[src/rtl/dtc_tx_sched.sv]
// dtc_tx_sched: collects readout, register-read and status requests and issues
// them one at a time to the DTC transmitter while it is idle. It also drives the
// read-reply address/data handshake, with a dummy reply if read data never arrives.
module dtc_tx_sched #(
    parameter int unsigned RDO_DEPTH   = 4,
    parameter int unsigned RD_TIMEOUT  = 255,
    parameter int unsigned START_LIMIT = 15,
    parameter logic [31:0] RD_DUMMY    = 32'hDEAD_DEAD
) (
    input  logic        dtc_clk,
    input  logic        rst,
    input  logic        trig_rdo,
    input  logic        rd_req,
    input  logic [31:0] rd_addr,
    input  logic        st_req,
    input  logic [31:0] rd_data,
    input  logic        rd_data_vld,
    input  logic        clr_flags,
    input  logic        tx_idle,
    output logic        tx_rdocmd,
    output logic        tx_read,
    output logic        tx_streq,
    output logic [31:0] tx_address,
    output logic [31:0] tx_data,
    output logic        tx_data_vld,
    output logic [2:0]  rdo_pending,
    output logic        busy,
    output logic        rdo_overflow,
    output logic        rd_drop,
    output logic        rd_timeout,
    output logic        tx_lost
);

    localparam int unsigned TO_W = $clog2(RD_TIMEOUT + 1);
    localparam int unsigned SL_W = $clog2(START_LIMIT + 1);
    localparam logic [2:0]      RDO_MAX = 3'(RDO_DEPTH);
    localparam logic [TO_W-1:0] TO_LAST = TO_W'(RD_TIMEOUT);
    localparam logic [SL_W-1:0] SL_LAST = SL_W'(START_LIMIT - 1);

    typedef enum logic [1:0] {
        S_IDLE,
        S_ISSUE,
        S_WAIT_START,
        S_WAIT_DONE
    } state_t;

    typedef enum logic [1:0] {
        K_NONE,
        K_RDO,
        K_RD,
        K_ST
    } kind_t;

    state_t          state_q;
    kind_t           cur_kind_q;
    kind_t           sel_kind;
    logic [SL_W-1:0] st_cnt_q;
    logic [TO_W-1:0] to_cnt_q;

    logic [2:0]      rdo_cnt_q, rdo_cnt_d;
    logic            rd_pend_q, rd_pend_d;
    logic [31:0]     rd_addr_q, rd_addr_d;
    logic            st_pend_q, st_pend_d;

    logic            any_pend;
    logic            launch;
    logic            take_rdo, take_rd, take_st;
    logic            rd_active;
    logic            lost_evt;
    logic            to_evt;
    logic            to_idle;
    logic            ovf_evt;
    logic            drop_evt;

    // Request arbitration and transaction-level status decode
    always_comb begin
        any_pend = (rdo_cnt_q != '0) || rd_pend_q || st_pend_q;
        launch   = (state_q == S_IDLE) && tx_idle && any_pend;
        if (rdo_cnt_q != '0)
            sel_kind = K_RDO;
        else if (rd_pend_q)
            sel_kind = K_RD;
        else
            sel_kind = K_ST;
        take_rdo  = launch && (sel_kind == K_RDO);
        take_rd   = launch && (sel_kind == K_RD);
        take_st   = launch && (sel_kind == K_ST);
        rd_active = (state_q != S_IDLE) && (cur_kind_q == K_RD);
        lost_evt  = (state_q == S_WAIT_START) && tx_idle && (st_cnt_q == SL_LAST);
        to_evt    = rd_active && !tx_data_vld && !rd_data_vld && (to_cnt_q == TO_LAST);
        to_idle   = lost_evt || ((state_q == S_WAIT_DONE) && tx_idle);
    end

    // Next-state of the pending request entries; entries are consumed on the
    // same edge that raises the matching command pulse
    always_comb begin
        rdo_cnt_d = rdo_cnt_q;
        ovf_evt   = 1'b0;
        if (trig_rdo && !take_rdo) begin
            if (rdo_cnt_q == RDO_MAX)
                ovf_evt = 1'b1;
            else
                rdo_cnt_d = rdo_cnt_q + 3'd1;
        end else if (!trig_rdo && take_rdo) begin
            rdo_cnt_d = rdo_cnt_q - 3'd1;
        end

        rd_pend_d = rd_pend_q;
        rd_addr_d = rd_addr_q;
        drop_evt  = rd_req && (rd_pend_q || rd_active);
        if (rd_req && !drop_evt) begin
            rd_pend_d = 1'b1;
            rd_addr_d = rd_addr;
        end else if (take_rd) begin
            rd_pend_d = 1'b0;
        end

        st_pend_d = st_req || (st_pend_q && !take_st);
    end

    // Pending registers and sticky error flags (a set event beats clr_flags)
    always_ff @(posedge dtc_clk) begin
        if (rst) begin
            rdo_cnt_q    <= '0;
            rd_pend_q    <= 1'b0;
            rd_addr_q    <= '0;
            st_pend_q    <= 1'b0;
            rdo_overflow <= 1'b0;
            rd_drop      <= 1'b0;
            rd_timeout   <= 1'b0;
            tx_lost      <= 1'b0;
        end else begin
            rdo_cnt_q    <= rdo_cnt_d;
            rd_pend_q    <= rd_pend_d;
            rd_addr_q    <= rd_addr_d;
            st_pend_q    <= st_pend_d;
            rdo_overflow <= ovf_evt  || (rdo_overflow && !clr_flags);
            rd_drop      <= drop_evt || (rd_drop      && !clr_flags);
            rd_timeout   <= to_evt   || (rd_timeout   && !clr_flags);
            tx_lost      <= lost_evt || (tx_lost      && !clr_flags);
        end
    end

    // Command FSM with registered command pulses and read-reply handshake
    always_ff @(posedge dtc_clk) begin
        if (rst) begin
            state_q     <= S_IDLE;
            cur_kind_q  <= K_NONE;
            st_cnt_q    <= '0;
            to_cnt_q    <= '0;
            tx_rdocmd   <= 1'b0;
            tx_read     <= 1'b0;
            tx_streq    <= 1'b0;
            tx_address  <= '0;
            tx_data     <= '0;
            tx_data_vld <= 1'b0;
        end else begin
            tx_rdocmd <= 1'b0;
            tx_read   <= 1'b0;
            tx_streq  <= 1'b0;

            case (state_q)
                S_IDLE: begin
                    to_cnt_q <= '0;
                    if (launch) begin
                        cur_kind_q <= sel_kind;
                        state_q    <= S_ISSUE;
                        tx_rdocmd  <= (sel_kind == K_RDO);
                        tx_read    <= (sel_kind == K_RD);
                        tx_streq   <= (sel_kind == K_ST);
                        if (sel_kind == K_RD) begin
                            tx_address  <= rd_addr_q;
                            tx_data_vld <= 1'b0;
                        end
                    end
                end
                S_ISSUE: begin
                    st_cnt_q <= '0;
                    state_q  <= S_WAIT_START;
                end
                S_WAIT_START: begin
                    if (!tx_idle)
                        state_q <= S_WAIT_DONE;
                    else if (lost_evt)
                        state_q <= S_IDLE;
                    else
                        st_cnt_q <= st_cnt_q + 1'b1;
                end
                S_WAIT_DONE: begin
                    if (tx_idle)
                        state_q <= S_IDLE;
                end
                default: state_q <= S_IDLE;
            endcase

            if (rd_active) begin
                if (to_cnt_q != TO_LAST)
                    to_cnt_q <= to_cnt_q + 1'b1;
                if (!tx_data_vld && rd_data_vld) begin
                    tx_data     <= rd_data;
                    tx_data_vld <= 1'b1;
                end else if (to_evt) begin
                    tx_data     <= RD_DUMMY;
                    tx_data_vld <= 1'b1;
                end
            end

            // The reply is only valid for the transaction that produced it
            if (to_idle)
                tx_data_vld <= 1'b0;
        end
    end

    assign rdo_pending = rdo_cnt_q;
    assign busy        = (state_q != S_IDLE) || any_pend;

endmodule

[config.mk]
export PLATFORM = sky130hd
export DESIGN_NAME = dtc_tx_sched
export DESIGN_NICKNAME = d
export VERILOG_FILES = /design/src/rtl/dtc_tx_sched.sv
export SDC_FILE = /design/constraint.sdc
export NUM_CORES = 1
export LEC_CHECK = 0
export ABC_AREA = 1
export BUFFER_PORTS_ARGS = -buffer_cell sky130_fd_sc_hd__buf_2
export CAP_MARGIN = 0
export CELL_PAD_IN_SITES_DETAIL_PLACEMENT = 0
export CELL_PAD_IN_SITES_GLOBAL_PLACEMENT = 1
export CORE_MARGIN = 2
export CORE_UTILIZATION = 39
export CTS_CLUSTER_SIZE = 12
export DETAILED_ROUTE_END_ITERATION = 8
export PLACE_DENSITY_LB_ADDON = 0.1
export SETUP_SLACK_MARGIN = 0.15
export SLEW_MARGIN = 20
export SYNTH_ARGS = -nofsm -noshare
export SYNTH_HDL_FRONTEND = slang
export SYNTH_SLANG_ARGS = --single-unit
[constraint.sdc]
create_clock -name dtc_clk -period 5.5 [get_ports dtc_clk]
set_clock_uncertainty 0.05 [all_clocks]
set_input_delay 1.1 -clock dtc_clk [delete_from_list [all_inputs] [get_ports dtc_clk]]
set_output_delay 1.1 -clock dtc_clk [all_outputs]
set_load 0.02 [all_outputs]
==> impl_results.md, run 1 <==
* Synth cell types at 29
* Mux share of post-synthesis cell area at 0%
* Startpoint Class: input pin
* Syn_area_per_cell at 8.21 µm²
* Final WS setup at roughly 2400 ps
* Hold Crit Class: reg2reg
* RSZ-0062 raised after global routing: false
* Placed insts at between 800 and 900
* First-pass GRT wire length at roughly 18,000 µm
* Die width at 114 µm
* Synthesized area at approximately 4700 µm²
* Finished Core Util at between 50% and 60%
* Worst Path Max Fanout at 42
* Period utilisation layout at between 50 and 60%
* Worst-path clk slew at around 50 ps
* Average via count per standard cell at 4.90
* Root Driver: clkbuf_16
* #FFs+latches synth at 125
* Final instance area at 6100 µm²
* Post-Place Setup Slack at 1930 ps
* RD Place Congestion at 0.785
* Number of max-cap violations at 0
* GR Overflow Total at 0
* Fraction of the mapped netlist area in adder cells at 1.22%
* NumNets Final at 786
* Syn-to-layout area delta at 29.1%
* Rows at 40
* Worst IR Drop VDD at 0.195 mV
* Max Freq at ~320 MHz
* Fraction of registers with async set/reset at 0%
* Clock sink count at 125
* Leak at 3.05 nW
* Most used DFF post-synth: dfxtp_1
* Setup Buffers After CTS at 0
* Clock tree from TritonCTS: yes
* CP Capture Type: register
* I/O Pins at 148
* Critical path arrival at ~3400 ps
* Die H at 114 µm
* Post-Route WL at 11,300 µm
* HPWL after DPL at 7640 µm
* WHS Path Cells at 2
* Worst skew pair latency at 410 ps
* Max Root-Sink Buffers at 2
* Antenna violations before repair at 0
* Status: finished, final reports clean
* Final Setup Violations at 0
* Simple-Gate Fraction of Synth Area at about a tenth
* Commonest non-fill, non-tap cell in the layout: buf_2
* CTS Buf Count at 17
* Top area cells in the synthesized netlist: dfxtp_1 53%, o21ai_0 11%, a21oi_1 10%
* Synthesized net count at 651
* Most frequent cells in the layout: 147 x buf_2, 125 x dfxtp_1, 105 x o21ai_0
* Buffers on Ports at about 150
* Post-synth EDFFs at 0
* Sum of negative setup slack at 0 ps
* Register area share after synthesis at 53.0%
* Core area at 11,900 µm²
* Main combinational cell family by area after synthesis: compound AO/OA/AOI/OAI gates
* Worst-Margin Slew at about 730 ps
* Slew margin rel. at 51.4%
* Cells resized by post-CTS repair at 0
* Wire per inst at around 13 µm
* Critical setup path kind: in2reg
* Share of the synthesized area in the top cell type at 53.0%
* Yosys top cell by area: dfxtp_1
* Final Non-Filler Cells at 870
* Dpl cell area at 5510 µm²
* CP required at 5780 ps
* Cts-stage hold buffer count at 0
* Via Count at about 4.3k
* Initial Util at between 30% and 40%
* Drt initial violations at 266
* Compound-Gate Fraction of Synth Area at between 20% and 30%
* Max-slew violations at 0
* Share of layout cells above drive strength 1 at 26.4%
* Power Density at 450 nW/µm²
* H-tree Lvls at 4
* Xor/xnor share of the synthesized area at 0%
* Vias in the first global route at approximately 3.8k
* Largest net degree at the start of global routing at 67
* Final Hold Fails at 0
* DR pass1 iterations at 4
* R2R depth at 5
* GRT Overall Usage at 17.8%
* Antenna-violating nets left at 0
* Fin crit period at 3130 ps
* Remaining DRCs at 0
* Post-synthesis instance total at 575
* ANT cells at 0
* DIE AREA at 13,000 µm²
* Warning count from the yosys run at 0
## kinds of logic after synthesis
family | Yosys count
AOI/OAI and AO/OA | 228
and+or+nand+nor | 102
adders and majority gates | 4
DFF | 125
buffers and inverters | 116
## layout make-up
class / count / area, µm²
clock buffer: 26 / 529
clock inverter: 6 / 55.1
fill: 1177 / 5820
inverter: 82 / 308
multi-input combinational: 334 / 1760
sequential: 125 / 2500
tap: 147 / 184
timing repair buffer: 150 / 758
## flip-flops by register name, indices dropped and copies added, names as in the netlist, 2 cells and up
register	cells
state_q	2
to_cnt_q	8
tx_address	32
rd_addr_q	32
tx_data	32
cur_kind_q	2
rdo_pending	3
st_cnt_q	4
## metal layers
layer / routed length, µm / vias to the layer above / part of all wire, % / track usage, %
met1: 4850 / 1964 / 43 / 21.4
met5: 0 / - / 0 / 0
met2: 5730 / 91 / 51 / 30.0
met3: 484 / 15 / 4.3 / 5.08
met4: 225 / 0 / 2.0 / 7.56
li1: - / 2189 / - / -
## worst paths after layout
| kind | startpoint | end | slack [ps] |
|---|---|---|---|
| max reg2reg | tx_data_vld | tx_data[8] | 2850 |
| min reg2reg | rd_addr_q[20] | rd_addr_q[20] | 400 |
| max | rd_data_vld | tx_data[8] | 2370 |
| min | rd_addr_q[20] | rd_addr_q[20] | 400 |
## cells in the mapped netlist, types with 3 or more instances
master / n
a21oi_1: 94
buf_2: 16
buf_4: 3
clkbuf_1: 14
dfxtp_1: 125
ha_1: 3
inv_1: 81
nand2_1: 33
nand3_1: 19
nand4_1: 8
nor2_1: 24
nor3_1: 4
nor4_1: 3
o21ai_0: 105
o21bai_1: 22
or2_2: 3
## worst max-delay path, cell delays in order
cell     delay (ps)
buf_2            70
inv_1            40
nor2_1          520
nand2_1         600
nand2_2         750
o21ai_0         170
a21oi_1         140
## through the flow
step | power [mW] | hold WS (ps)
6_report | 2.75 | 398
3_5_place_dp | 1.69 | 394
5_1_grt | 2.91 | 409
2_1_floorplan | 1.52 | 380
3_3_place_gp | 1.68 | 386
4_1_cts | 2.78 | 400
## report_power, final
group          leakage (nW)  switching (mW)  internal (mW)
combinational          1.74           0.387          0.183
clock                 0.296           0.376          0.702
sequential             1.02          0.0661           1.03
(Power assumes the default switching activity.)
==> run 2: changes to the inputs <==
- ABC_AREA: 1 -> 0
- CORE_UTILIZATION: 39 -> 33
- clock period: 5.5 -> 2.5 ns (I/O delays scaled with it)
==> impl_results.md, run 2 <==
* Worst Path Max Fanout at 9
* H-tree Lvls at 4
* Slowest stage delay, CP at 460 ps
* CP max stage cell: dfxtp_1
* Register area share after synthesis at a little over half
* Power Density at a little over 900 nW/µm²
* Dpl cell area at 5540 µm²
* DR pass1 iterations at 4
* Vias in the first global route at 4,042
* GRT Overall Usage at 16.8%
* Yosys top cell by area: dfxtp_1
* Leak at approximately 2.6 nW
* Cells resized by post-CTS repair at 0
* Reg-to-reg slack, setup at 480 ps
* Area occupied by registers at 2500 µm²
* Beginning of the worst hold path: rd_addr[8]
* CP required at 2780 ps
* Most used DFF post-synth: dfxtp_1
* RD Place Congestion at between 0.7 and 0.8
* Largest net degree at the start of global routing at 61
* Syn_area_per_cell at 8.71 µm²
* Worst path cell trace: or3b_1 > o21ai_0 > fa_1 > and3_4 > or3b_1 > a31oi_1
* Most frequent cells in the layout: 149 x nand2_1, 147 x buf_2, 125 x dfxtp_1
* Critical setup path kind: reg2reg
* Placed insts at 835
* NumNets Final at 750
* Max-slew violations at 0
* Status: finished, final reports clean
* Max Root-Sink Buffers at 2
* I/O Pins at 148
* Clock sink count at 125
* Setup Buffers After CTS at 0
* Antenna-violating nets left at 0
* Core area at 13,800 µm²
* Final instance area at between 6000 and 7000 µm²
* Final Setup Violations at 0
* Post-synth EDFFs at 0
* Commonest non-fill, non-tap cell in the layout: nand2_1
* Via Count at 4,196
* Startpoint Class: register
* Cell with the most instances after synthesis: nand2_1
* R2r startpoint: state_q[1]
* Post-synthesis instance total at roughly 530
* Buffers on Ports at approximately 150
* Rows at 43
* Die width at 122 µm
* Root Driver: clkbuf_16
* Die H at 122 µm
* WP buf/inv at 0
* Final Non-Filler Cells at between 800 and 900
* Endpoint, Worst Hold: rd_addr_q[8]
* #FFs+latches synth at 125
* Wire per inst at 13.9 µm
* DIE AREA at 15,000 µm²
* Worst hold margin at 276 ps
* Synth cell types at 43
* CP dominant cell by count: or3b_1
* Top area cells in the synthesized netlist: dfxtp_1 54%, nand2_1 12%, a21oi_1 7.9%
* Fraction of registers with async set/reset at 0%
* WHS Path Cells at 3
* Synthesized net count at 607
* Critical path depth in cells at 6
* Number of max-cap violations at 0
* Sum of negative setup slack at 0 ps
* Remaining DRCs at 0
* Max Freq at 494 MHz
* Reg2Reg Capture Point: rdo_pending[2]
* Worst skew pair latency at between 400 and 500 ps
* Slew margin rel. at between 50% and 60%
* Worst path top cell family by delay: simple AND/OR/NAND/NOR gates
* Worst-path clk slew at 60 ps
* Share of the synthesized area in the top cell type at between 50 and 60%
* Drt initial violations at ~220
* First-pass GRT wire length at 19,600 µm
* Worst IR Drop VDD at approximately 0.43 mV
* Worst-Margin Slew at 646 ps
* GR Overflow Total at 0
* Warning count from the yosys run at 0
* Antenna violations before repair at 1
* Fin crit period at 2020 ps
* RSZ-0062 raised after global routing: false
* Initial Util at 33.6%
* Post-Route WL at 12,100 µm
* CTS Buf Count at 17
* Multi-input gate area at around 2000 µm²
* Hold Crit Class: in2reg
* Synth cell count leaders: 149 x nand2_1, 125 x dfxtp_1, 73 x a21oi_1, 27 x clkbuf_1, 23 x nor2_1
* Clock tree from TritonCTS: yes
* Syn-to-layout area delta at 33.4%
* HPWL after DPL at 8040 µm
* Cts-stage hold buffer count at 0
* Synthesized area at ~4600 µm²
* Critical path arrival at roughly 2300 ps
* Fill cells at 1,430
* Final Hold Fails at 0
* Period utilisation layout at 81.0%
* CP Capture Type: register
* Average via count per standard cell at just under 5
* Largest regs: rd_addr_q x32, tx_address x32, tx_data x32
* R2R depth at 6
* Share of layout cells above drive strength 1 at 31.4%
[run 2: changes by cell type after synthesis, moves of 4 or more]
| cell | previous run | this run |
|---|---|---|
| a21oi_1 | 94 | 73 |
| buf_2 | 16 | 5 |
| clkbuf_1 | 14 | 27 |
| inv_1 | 81 | 7 |
| mux2i_1 | 0 | 4 |
| nand2_1 | 33 | 149 |
| nand3_1 | 19 | 7 |
| nand4_1 | 8 | 14 |
| nor3_1 | 4 | 8 |
| o21ai_0 | 105 | 15 |
| o21bai_1 | 22 | 1 |
| o221a_2 | 0 | 22 |
| xor2_1 | 0 | 6 |
[run 2: tightest hold or removal path, cell delays in order]
cell	delay, ps
buf_2	90
nand2_1	40
a21oi_1	50
[run 2: layout make-up]
type	count	share of cell area, %
multi-input combinational	364	31.6
sequential	125	40.6
inverter	7	0.426
tap	180	3.65
clock inverter	11	2.68
timing repair buffer	159	13.6
clock buffer	21	7.46
antenna	1	0.0406
[run 2: through the flow]
step / utilization (%) / power (mW) / setup WS (ps)
after CTS: 44.8 / 5.78 / 443
after detailed placement: 40.2 / 3.18 / 294
final: 44.8 / 5.70 / 475
after global routing: 44.8 / 5.99 / 328
after floorplan: - / 2.85 / 306
after global placement: 40.2 / 3.17 / 328
[run 2: kinds of logic after synthesis]
group	after synthesis	synth area share [%]
compound gates	126	17.5
xor+xnor	6	1.14
fa+ha+maj	4	1.24
buf+inv	42	3.73
flops	125	54.1
mux	6	1.35
simple gates	222	21.0
[run 2: layer usage]
| layer | share of wire [%] | global-route usage [%] | vias to the layer above | wire length, µm |
|---|---|---|---|---|
| met3 | 5.7 | 5.07 | 19 | 685 |
| met5 | 0.11 | 0 | - | 13 |
| met2 | 46 | 27.4 | 104 | 5620 |
| met4 | 1.6 | 6.75 | 2 | 192 |
| met1 | 46 | 20.9 | 1951 | 5590 |
| li1 | - | - | 2120 | - |
[run 2: worst max-delay path by stage]
| stage | from | end |
|---|---|---|
| after floorplan | rdo_pending[0] | rdo_pending[2] |
| after global placement | tx_idle | rdo_pending[2] |
| after detailed placement | tx_idle | rdo_pending[2] |
| after CTS | rdo_pending[2] | busy |
| after global routing | to_cnt_q[0] | tx_data[5] |
| final | state_q[1] | rdo_pending[2] |
[run 2: report_power, final]
group | internal, mW | switching [mW] | total, mW | leakage, nW
Clock | 1.71 | 0.857 | 2.57 | 0.295
Sequential | 2.14 | 0.109 | 2.25 | 1.01
Combinational | 0.327 | 0.553 | 0.880 | 1.33
Total | 4.18 | 1.52 | 5.70 | 2.64
